## config.mk

```make
export PLATFORM = sky130hd
export DESIGN_NAME = sprite_compositor
export DESIGN_NICKNAME = d
export VERILOG_FILES = /design/src/rtl/sprite_pkg.sv /design/src/rtl/sprite_hit.sv /design/src/rtl/sprite_compositor.sv
export SDC_FILE = /design/constraint.sdc
export NUM_CORES = 1
export LEC_CHECK = 0
export ABC_AREA = 1
export CORE_ASPECT_RATIO = 1.1
export CORE_MARGIN = 2
export CORE_UTILIZATION = 45
export CTS_CLUSTER_SIZE = 16
export DETAILED_ROUTE_END_ITERATION = 16
export GPL_ROUTABILITY_DRIVEN = 0
export MAX_ROUTING_LAYER = met4
export PLACE_DENSITY = 0.73
export SLEW_MARGIN = 20
export SYNTH_ARGS = -nofsm -noshare
export SYNTH_HDL_FRONTEND = slang
export SYNTH_SLANG_ARGS = --single-unit
```

## constraint.sdc

```tcl
create_clock -name clk -period 16.75 [get_ports clk]
set_input_delay 5.025 -clock clk [delete_from_list [all_inputs] [get_ports clk]]
set_output_delay 5.025 -clock clk [all_outputs]
set_load 0.05 [all_outputs]
```

## src/rtl/sprite_pkg.sv

```systemverilog
// sprite_pkg: shared defaults, screen limits and the sprite descriptor record.
package sprite_pkg;
  localparam int NUM_SPRITES_DEF = 8;
  localparam int ELEMENT_W_DEF = 5;
  localparam int SIZE_LOG2_DEF = 5;
  localparam int ADDR_W_DEF = 10;
  localparam int SCREEN_W = 800;
  localparam int SCREEN_H = 600;
  localparam int X_W = $clog2(SCREEN_W) + 1;
  localparam int Y_W = $clog2(SCREEN_H);
  typedef struct packed {
    logic [X_W-1:0] x;
    logic [Y_W-1:0] y;
    logic visible;
  } sprite_t;
endpackage

```

## src/rtl/sprite_hit.sv

```systemverilog
// sprite_hit: per-channel coverage test and texel offsets for the current pixel.
module sprite_hit
  import sprite_pkg::*;
#(
  parameter int SIZE_LOG2 = SIZE_LOG2_DEF
) (
  input  sprite_t              desc_i,
  input  logic                 active_i,
  input  logic [X_W-1:0]       pixel_x_i,
  input  logic [Y_W-1:0]       pixel_y_i,
  output logic                 hit_o,
  output logic [SIZE_LOG2-1:0] off_x_o,
  output logic [SIZE_LOG2-1:0] off_y_o
);
  localparam logic [X_W:0] SPAN_X = (X_W+1)'((1 << SIZE_LOG2) - 1);
  localparam logic [Y_W:0] SPAN_Y = (Y_W+1)'((1 << SIZE_LOG2) - 1);
  logic [X_W:0] x_end;
  logic [Y_W:0] y_end;
  // one extra bit keeps sprites near the far edge from wrapping to 0
  assign x_end = {1'b0, desc_i.x} + SPAN_X;
  assign y_end = {1'b0, desc_i.y} + SPAN_Y;
  assign hit_o = desc_i.visible & active_i &
                 (pixel_x_i >= desc_i.x) & ({1'b0, pixel_x_i} <= x_end) &
                 (pixel_y_i >= desc_i.y) & ({1'b0, pixel_y_i} <= y_end);
  assign off_x_o = pixel_x_i[SIZE_LOG2-1:0] - desc_i.x[SIZE_LOG2-1:0];
  assign off_y_o = pixel_y_i[SIZE_LOG2-1:0] - desc_i.y[SIZE_LOG2-1:0];
endmodule

```

## src/rtl/sprite_compositor.sv

```systemverilog
// sprite_compositor: two-stage fixed-priority sprite overlay with per-frame
// collision flags against channel 0.
module sprite_compositor
  import sprite_pkg::*;
#(
  parameter int NUM_SPRITES = NUM_SPRITES_DEF,
  parameter int ELEMENT_W = ELEMENT_W_DEF,
  parameter int SIZE_LOG2 = SIZE_LOG2_DEF,
  parameter int ADDR_W = ADDR_W_DEF
) (
  input  logic                           clk,
  input  logic                           reset,
  input  logic                           active,
  input  logic                           frame_start,
  input  logic [X_W-1:0]                 pixel_x,
  input  logic [Y_W-1:0]                 pixel_y,
  input  logic                           wr_valid,
  output logic                           wr_ready,
  input  logic [$clog2(NUM_SPRITES)-1:0] wr_index,
  input  logic [X_W-1:0]                 wr_x,
  input  logic [Y_W-1:0]                 wr_y,
  input  logic [ELEMENT_W-1:0]           wr_element,
  input  logic                           wr_visible,
  output logic                           ready,
  output logic [ELEMENT_W-1:0]           element,
  output logic [ADDR_W-1:0]              address,
  output logic [$clog2(NUM_SPRITES)-1:0] hit_index,
  output logic [NUM_SPRITES-1:0]         collision
);
  localparam int IW = $clog2(NUM_SPRITES);
  localparam logic [IW:0] NS = (IW+1)'(NUM_SPRITES);
  sprite_t desc_q [NUM_SPRITES];
  logic [ELEMENT_W-1:0] elem_q [NUM_SPRITES];
  logic [NUM_SPRITES-1:0] hit_d, hit_q, collision_d, collision_q;
  logic [SIZE_LOG2-1:0] offx_d [NUM_SPRITES];
  logic [SIZE_LOG2-1:0] offy_d [NUM_SPRITES];
  logic [SIZE_LOG2-1:0] offx_q [NUM_SPRITES];
  logic [SIZE_LOG2-1:0] offy_q [NUM_SPRITES];
  logic ready_d, ready_q;
  logic [ELEMENT_W-1:0] element_d, element_q;
  logic [ADDR_W-1:0] address_d, address_q;
  logic [IW-1:0] hit_index_d, hit_index_q;
  logic wr_take;
  // descriptors only change in blanking so a visible frame never tears
  assign wr_ready = ~active & ~reset;
  assign wr_take = wr_valid & wr_ready & ({1'b0, wr_index} < NS);
  always_ff @(posedge clk or posedge reset) begin
    if (reset) begin
      for (int i = 0; i < NUM_SPRITES; i++) begin
        desc_q[i] <= '0;
        elem_q[i] <= '0;
      end
    end else if (wr_take) begin
      desc_q[wr_index] <= '{x: wr_x, y: wr_y, visible: wr_visible};
      elem_q[wr_index] <= wr_element;
    end
  end
  for (genvar g = 0; g < NUM_SPRITES; g++) begin : g_hit
    sprite_hit #(.SIZE_LOG2(SIZE_LOG2)) u_hit (
      .desc_i   (desc_q[g]),
      .active_i (active),
      .pixel_x_i(pixel_x),
      .pixel_y_i(pixel_y),
      .hit_o    (hit_d[g]),
      .off_x_o  (offx_d[g]),
      .off_y_o  (offy_d[g])
    );
  end
  always_comb begin
    ready_d = 1'b0;
    element_d = '0;
    address_d = '0;
    hit_index_d = '0;
    for (int i = NUM_SPRITES - 1; i >= 0; i--) begin
      if (hit_q[i]) begin
        ready_d = 1'b1;
        element_d = elem_q[i];
        address_d = ADDR_W'({offy_q[i], offx_q[i]});
        hit_index_d = IW'(i);
      end
    end
    collision_d = (frame_start ? '0 : collision_q) |
                  (hit_q[0] ? {hit_q[NUM_SPRITES-1:1], 1'b0} : '0);
  end
  always_ff @(posedge clk or posedge reset) begin
    if (reset) begin
      hit_q <= '0;
      for (int i = 0; i < NUM_SPRITES; i++) begin
        offx_q[i] <= '0;
        offy_q[i] <= '0;
      end
      ready_q <= 1'b0;
      element_q <= '0;
      address_q <= '0;
      hit_index_q <= '0;
      collision_q <= '0;
    end else begin
      hit_q <= hit_d;
      offx_q <= offx_d;
      offy_q <= offy_d;
      ready_q <= ready_d;
      element_q <= element_d;
      address_q <= address_d;
      hit_index_q <= hit_index_d;
      collision_q <= collision_d;
    end
  end
  assign ready = ready_q;
  assign element = element_q;
  assign address = address_q;
  assign hit_index = hit_index_q;
  assign collision = collision_q;
endmodule

```

==> results by group, run 1 <==
STA
  – Pins over their slew limit: 0
  – Fmax: 86.07 MHz
  – RSZ-0062 raised after global routing: false
  – Worst rel slew slack: 0.2686
  – Final hold vios: 0
  – Crit path time final: 11,620 ps
  – Worst slew pin tran: 1094 ps
  – Setup_tns: 0 ps
  – Final worst path period share: 0.6936
  – Setup Skew: 23.01 ps
  – Final setup fails: 0

Placement
  – Post-DP HPWL: 46.25 mm
  – PortBufs: 82

Critical path
  – Setup crit end kind: primary output
  – Setup crit start kind: input pin
  – CP max FO: 10
  – Crit Path Category: input pin to primary output
  – CP arrival: 6590 ps
  – WP data required: 11,720 ps

Yosys
  – Distinct cells, synth: 43
  – Top_reg_cell synth: dfrtp_1
  – Number of synthesized flops with an enable pin: 0
  – Area leader, netlist: dfrtp_1
  – Async S/R FF share, synth: 1.000
  – Synth Register Bits: 330
  – Register area share after synthesis: 0.3475
  – Top cell type's share of synthesized area: 0.3475
  – Top cells by area, synth: dfrtp_1 35%, ha_1 19%, nand2_1 12%, o21ai_0 6.1%, inv_1 5.8%
  – Synth Warn #: 0
  – Mapped cell area: 23,760 um2
  – Syn_area_per_cell: 7.982 um2
  – Gate Count Post-Synth: 2,977
  – Post-synth top cells: 732 x nand2_1, 368 x inv_1, 352 x ha_1
  – Most common cell in the netlist: nand2_1
  – Synthesized Nets: 3,401

CTS
  – CTS clock-pin slew for the worst setup and hold paths: 60 ps
  – # resized after CTS: 0
  – H-Tree Depth: 2
  – Latest clock arrival within the worst-skew pair: 580 ps
  – Clk root buf: clkbuf_16
  – Setup bufs post-CTS: 0
  – # clock sinks: 330
  – CTS Buf Count: 39
  – CTS tree: yes
  – CTS max path bufs: 3
  – Cts hold-fix bufs: 0

Pwr
  – Pleak: 13.33 nW
  – Overall power: 3.187 mW
  – Peak VDD IR: 76.12 uV
  – Pwr dens: 119.2 nW/um2

Flow run
  – Max Cap Viol: 0

Routing
  – # DRC: 0
  – Routed vias: 20,080
  – Drt first pass iters: 5
  – Initial DRC count: 1,553
  – Routed wire length per instance: 17.31 um
  – Post-DRT Antenna Nets: 0
  – Vias per cell: 5.314
  – Routed WL: 65.41 mm

Min path
  – Type of the worst min-delay path: flip-flop to flip-flop

Floorplan
  – Die area: 54,660 um2
  – I/O Pins: 84
  – Die Y-Extent: 245.0 um
  – Row count: 88
  – Initial Util: 0.4544
  – Chip width: 223.1 um
  – Core area: 52,300 um2

Global routing
  – Global-route wire length before repair: 103.6 mm
  – Tot GR Track Use: 0.2505
  – Total gr overflow: 0
  – Initial antenna violation count: 2
  – Vias in the first global route: 19,250
  – Largest net degree at the start of global routing: 100

Final layout
  – Fin nets: 3,495
  – Layout cells sized above 1: 0.03612
  – Area growth syn-to-layout: 12.51%

Run status
  – Status: complete, no violations
==> power by group <==
part           total, mW  internal (mW)  switching [mW]
Combinational       1.19          0.470           0.719
Sequential          1.11          0.983           0.129
Clock              0.885          0.526           0.360
Total               3.19           1.98            1.21
==> metrics by stage <==
| step | setup WS (ps) | hold slack [ps] | cells | area, um2 | util |
|---|---|---|---|---|---|
| after floorplan | 2585 | 426.2 | 2977 | 23760 | - |
| after global placement | 5128 | 456.4 | 3705 | 25410 | 0.4858 |
| after detailed placement | 5151 | 469.2 | 3705 | 25410 | 0.4858 |
| after CTS | 5134 | 486.9 | 3776 | 26730 | 0.5111 |
| after global routing | 5093 | 503.1 | 3778 | 26730 | 0.5112 |
| final | 5132 | 481.1 | 3778 | 26730 | 0.5112 |
==> layout by cell type (no fill, tap or decap), types with 2 or more instances in the layout <==
cell / count
o21ai_1: 3
a211oi_1: 5
inv_6: 5
nor4_1: 15
o221ai_1: 14
a21o_1: 16
a21oi_2: 2
nand4_2: 6
a221oi_1: 5
clkbuf_1: 7
o21ai_0: 292
nand3b_1: 5
nor3_1: 38
xor2_1: 141
bufinv_16: 4
o22ai_1: 7
clkbuf_8: 7
o211ai_1: 7
clkdlybuf4s50_1: 81
a22oi_1: 9
xnor2_1: 33
ha_1: 352
nand2_1: 732
o21bai_1: 2
diode_2: 2
clkinvlp_4: 3
clkinv_4: 2
inv_1: 367
buf_4: 33
nand4_1: 40
o21a_1: 14
nand3_1: 72
dfrtp_1: 330
nor2_1: 211
clkinv_2: 4
nor3_4: 2
fa_1: 16
clkbuf_16: 39
a21oi_1: 168
==> layer usage <==
layer  part of all wire  up-vias  wire length, um  global-route usage
met5                  0        -                0                   -
met4              0.046        0             3011              0.1076
met3              0.060      171             3895             0.03256
met2               0.47      583            31050              0.4159
met1               0.42     9326            27460              0.3074
li1                   -     9995                -                   -
==> sequential cells by signal (all words and copies together) (netlist names), 5 cells and up <==
signal and cells:
offx_q 40, collision 7, offy_q 40, hit_q 8
desc_q 176, address 10, element 5, elem_q 40
==> critical path, cell delays in order <==
cell and delay, ps:
clkdlybuf4s50_1 400, buf_4 210, nor2_1 130, clkdlybuf4s50_1 810
==> final timing paths <==
check | startpoint | end | slack, ps | cells after the start
max in group asynchronous | reset | desc_q[39]$_DFFE_PP0P_ | 9300 | 4
worst max-delay path | active | wr_ready | 5130 | 4
min in group asynchronous | reset | desc_q[113]$_DFFE_PP0P_ | 5080 | 2
worst min-delay path | elem_q[37]$_DFFE_PP0P_ | element[2]$_DFF_PP0_ | 480 | 2
worst max register to register | hit_q[5]$_DFF_PP0_ | address[0]$_DFF_PP0_ | 14030 | 5
worst min register to register | elem_q[37]$_DFFE_PP0P_ | element[2]$_DFF_PP0_ | 480 | 2
==> cell families (layout without fill, tap and decap cells) <==
group           after synthesis  in the layout  synth area share
compound gates              547            547            0.1248
other cells                   1              3         0.0001578
simple gates               1125           1125            0.1943
flops                       330            330            0.3475
buf+inv                     432            556           0.07019
fa+ha+maj                   368            368            0.1988
xor+xnor                    174            174           0.06413
==> final cells by class <==
| class | count | area, um2 |
|---|---|---|
| Fill cell | 4938 | 25570 |
| Multi-Input combinational cell | 2215 | 13840 |
| Sequential cell | 330 | 8258 |
| Inverter | 369 | 1393 |
| Clock buffer | 53 | 1099 |
| Timing Repair Buffer | 116 | 1075 |
| Tap cell | 675 | 844.6 |
| Clock inverter | 18 | 224.0 |
| Antenna cell | 2 | 5.005 |
(Power assumes the default switching activity.)
==> run 2, diff against run 1 <==
Clock period 16.75 ns to 11.6 ns, I/O delays scaled along.
==> run 2 against run 1 <==
Non-clock buffer count is 4 lower. Global-route usage is 0.23 points higher. Clock power is 48% higher. Combinational power is 44% higher. Register-to-register slack worse by 5100 ps. Clock-buffer cell count is 4 lower. Clock skew is 6.1 ps lower. Via count is 0.12% higher. Flip-flop and latch count stayed put. Core utilization hardly changed. Critical path type unchanged.
==> results by group, run 2 (synthesis results as in run 1) <==
STA
  – Final setup fails: 0 (unchanged)
  – Crit path time final: 8536 ps
  – Setup_tns: 0 ps (unchanged)
  – Final hold vios: 0 (unchanged)
  – Final worst path period share: 0.7358
  – Final setup margin: 3064 ps (-2068 ps)
  – RSZ-0062 raised after global routing: false
  – Worst slew pin tran: 1248 ps (+154.4 ps)
  – Pins over their slew limit: 0 (unchanged)
  – Fmax: 117.2 MHz
  – Hold_ws: 477.8 ps (-3.262 ps)
  – Worst rel slew slack: 0.1679 (-0.1007)
  – Setup Skew: 16.91 ps (-6.106 ps)

Min path
  – Min-delay src: offx_q[35]$_DFF_PP0_
  – WHS Endpoint: address[0]$_DFF_PP0_
  – Type of the worst min-delay path: flip-flop to flip-flop
  – Worst hold path cell count: 2 (unchanged)

Critical path
  – CP bufs+invs: 3 (unchanged)
  – R2R Setup Slk: 8910 ps (-5120 ps)
  – CP max FO: 10 (unchanged)
  – Worst R2R Start: hit_q[5]$_DFF_PP0_
  – Crit Path Category: input pin to primary output
  – CP arrival: 5060 ps (-1530 ps)
  – Worst path top cell family by delay: buffers and inverters
  – Max incr delay on CP: 810 ps (about the same)
  – Setup crit start kind: input pin
  – Critical path, cell by cell: clkdlybuf4s50_1 -> buf_4 -> nor2_1 -> clkdlybuf4s50_1
  – Critical R2R Capture: address[0]$_DFF_PP0_
  – Cells on worst reg2reg path: 5 (unchanged)
  – Setup crit end kind: primary output
  – Worst path most repeated cell: clkdlybuf4s50_1
  – Critical path's slowest cell: clkdlybuf4s50_1
  – WP data required: 8120 ps (-3600 ps)

Routing
  – Routed WL: 65.81 mm (+0.62%)
  – Initial DRC count: 1,498 (-3.5%)
  – Routed vias: 20,100 (+0.12%)
  – # DRC: 0 (unchanged)
  – Drt first pass iters: 5 (unchanged)
  – Vias per cell: 5.330 (+0.31%)
  – Routed wire length per instance: 17.45 um (+0.80%)
  – Post-DRT Antenna Nets: 0 (unchanged)

Global routing
  – M3 GR Usage: 0.02598 (-0.006584)
  – Global-route track usage on met1: 0.3148 (+0.007391)
  – Initial antenna violation count: 0 (-2)
  – Routing usage on met2: 0.4225 (+0.006618)
  – Global-route wire length before repair: 104.6 mm (+0.96%)
  – Total gr overflow: 0 (unchanged)
  – Tot GR Track Use: 0.2527 (+0.002277)
  – Busiest grt layer: met2
  – Largest net degree at the start of global routing: 181 (+81%)
  – Vias in the first global route: 19,500 (+1.3%)

CTS
  – Clk root buf: clkbuf_16
  – CTS clock-pin slew for the worst setup and hold paths: 60 ps (about the same)
  – Cts hold-fix bufs: 0 (unchanged)
  – CTS tree: yes
  – H-Tree Depth: 2 (unchanged)
  – # resized after CTS: 0 (unchanged)
  – # clock sinks: 330 (unchanged)
  – Latest clock arrival within the worst-skew pair: 570 ps (about the same)
  – CTS Buf Count: 39 (unchanged)
  – CTS max path bufs: 3 (unchanged)
  – Setup bufs post-CTS: 0 (unchanged)

Final layout
  – Max FFs per register: 176 (unchanged)
  – Largest register by flop count: desc_q
  – Layout cells sized above 1: 0.03618 (+0.00005833)
  – Fin area: 26,740 um2 (about the same)
  – Final core utilization: 0.5112 (about the same)
  – Area growth syn-to-layout: 12.51% (about the same)
  – Commonest non-fill, non-tap cells in the layout: 732 x nand2_1, 367 x inv_1, 352 x ha_1, 330 x dfrtp_1, 292 x o21ai_0
  – Final-layout fill cell count: 5,002 (+1.3%)
  – Number of diodes: 0 (-2)
  – Commonest non-fill, non-tap cell in the layout: nand2_1
  – Final Non-Filler Cells: 3,771 (-0.19%)
  – Fin nets: 3,491 (-0.11%)

Floorplan
  – Die area: 54,660 um2 (unchanged)
  – I/O Pins: 84 (unchanged)
  – Core area: 52,300 um2 (unchanged)
  – Row count: 88 (unchanged)
  – Die Y-Extent: 245.0 um (unchanged)
  – Initial Util: 0.4544 (unchanged)
  – Chip width: 223.1 um (unchanged)

Placement
  – Placed cell area: 25,390 um2 (about the same)
  – Post-DP HPWL: 46.45 mm (+0.44%)
  – DP Cell Count: 3,701 (-0.11%)
  – DP Worst Slack: 3083 ps (-2068 ps)
  – PortBufs: 82 (unchanged)

Run status
  – Status: complete, no violations

Pwr
  – Overall power: 4.630 mW (+45%)
  – Pleak: 13.33 nW (about the same)
  – Pwr dens: 173.2 nW/um2 (+45%)
  – Peak VDD IR: 102.3 uV (+34%)

Flow run
  – Max Cap Viol: 0 (unchanged)
-- run 2: tightest hold or removal path, stage by stage, from the launching register on --
cell and delay, ps:
dfrtp_1 320, nand2_1 50, nand2_1 70
-- run 2: worst max path at each step --
| stage | startpoint | endpoint | slack (ps) | cells after the start |
|---|---|---|---|---|
| after CTS | active | wr_ready | 3070 | 4 |
| after global placement | active | wr_ready | 3060 | 4 |
| after detailed placement | active | wr_ready | 3080 | 4 |
| after global routing | active | wr_ready | 3040 | 4 |
| after floorplan | reset | address[0]$_DFF_PP0_ | 3710 | 1 |
| final | active | wr_ready | 3060 | 4 |
-- run 2: power by group --
part           internal, mW  switching, mW
clock                 0.794          0.516
combinational         0.676           1.04
sequential             1.42          0.189
total                  2.89           1.74
-- run 2: layout make-up --
class	count	area [um2]	share of cell area
Timing Repair Buffer	112	1049	0.03922
Inverter	369	1389	0.05195
Sequential cell	330	8258	0.3089
Tap cell	675	844.6	0.03159
Clock buffer	49	1074	0.04015
Multi-Input combinational cell	2215	13840	0.5176
Clock inverter	21	282.8	0.01058
-- run 2: metal layers --
metal | vias up | part of all wire
met2 | 500 | 0.48
met3 | 165 | 0.049
met5 | - | 0
li1 | 9969 | -
met1 | 9466 | 0.43
met4 | 0 | 0.045
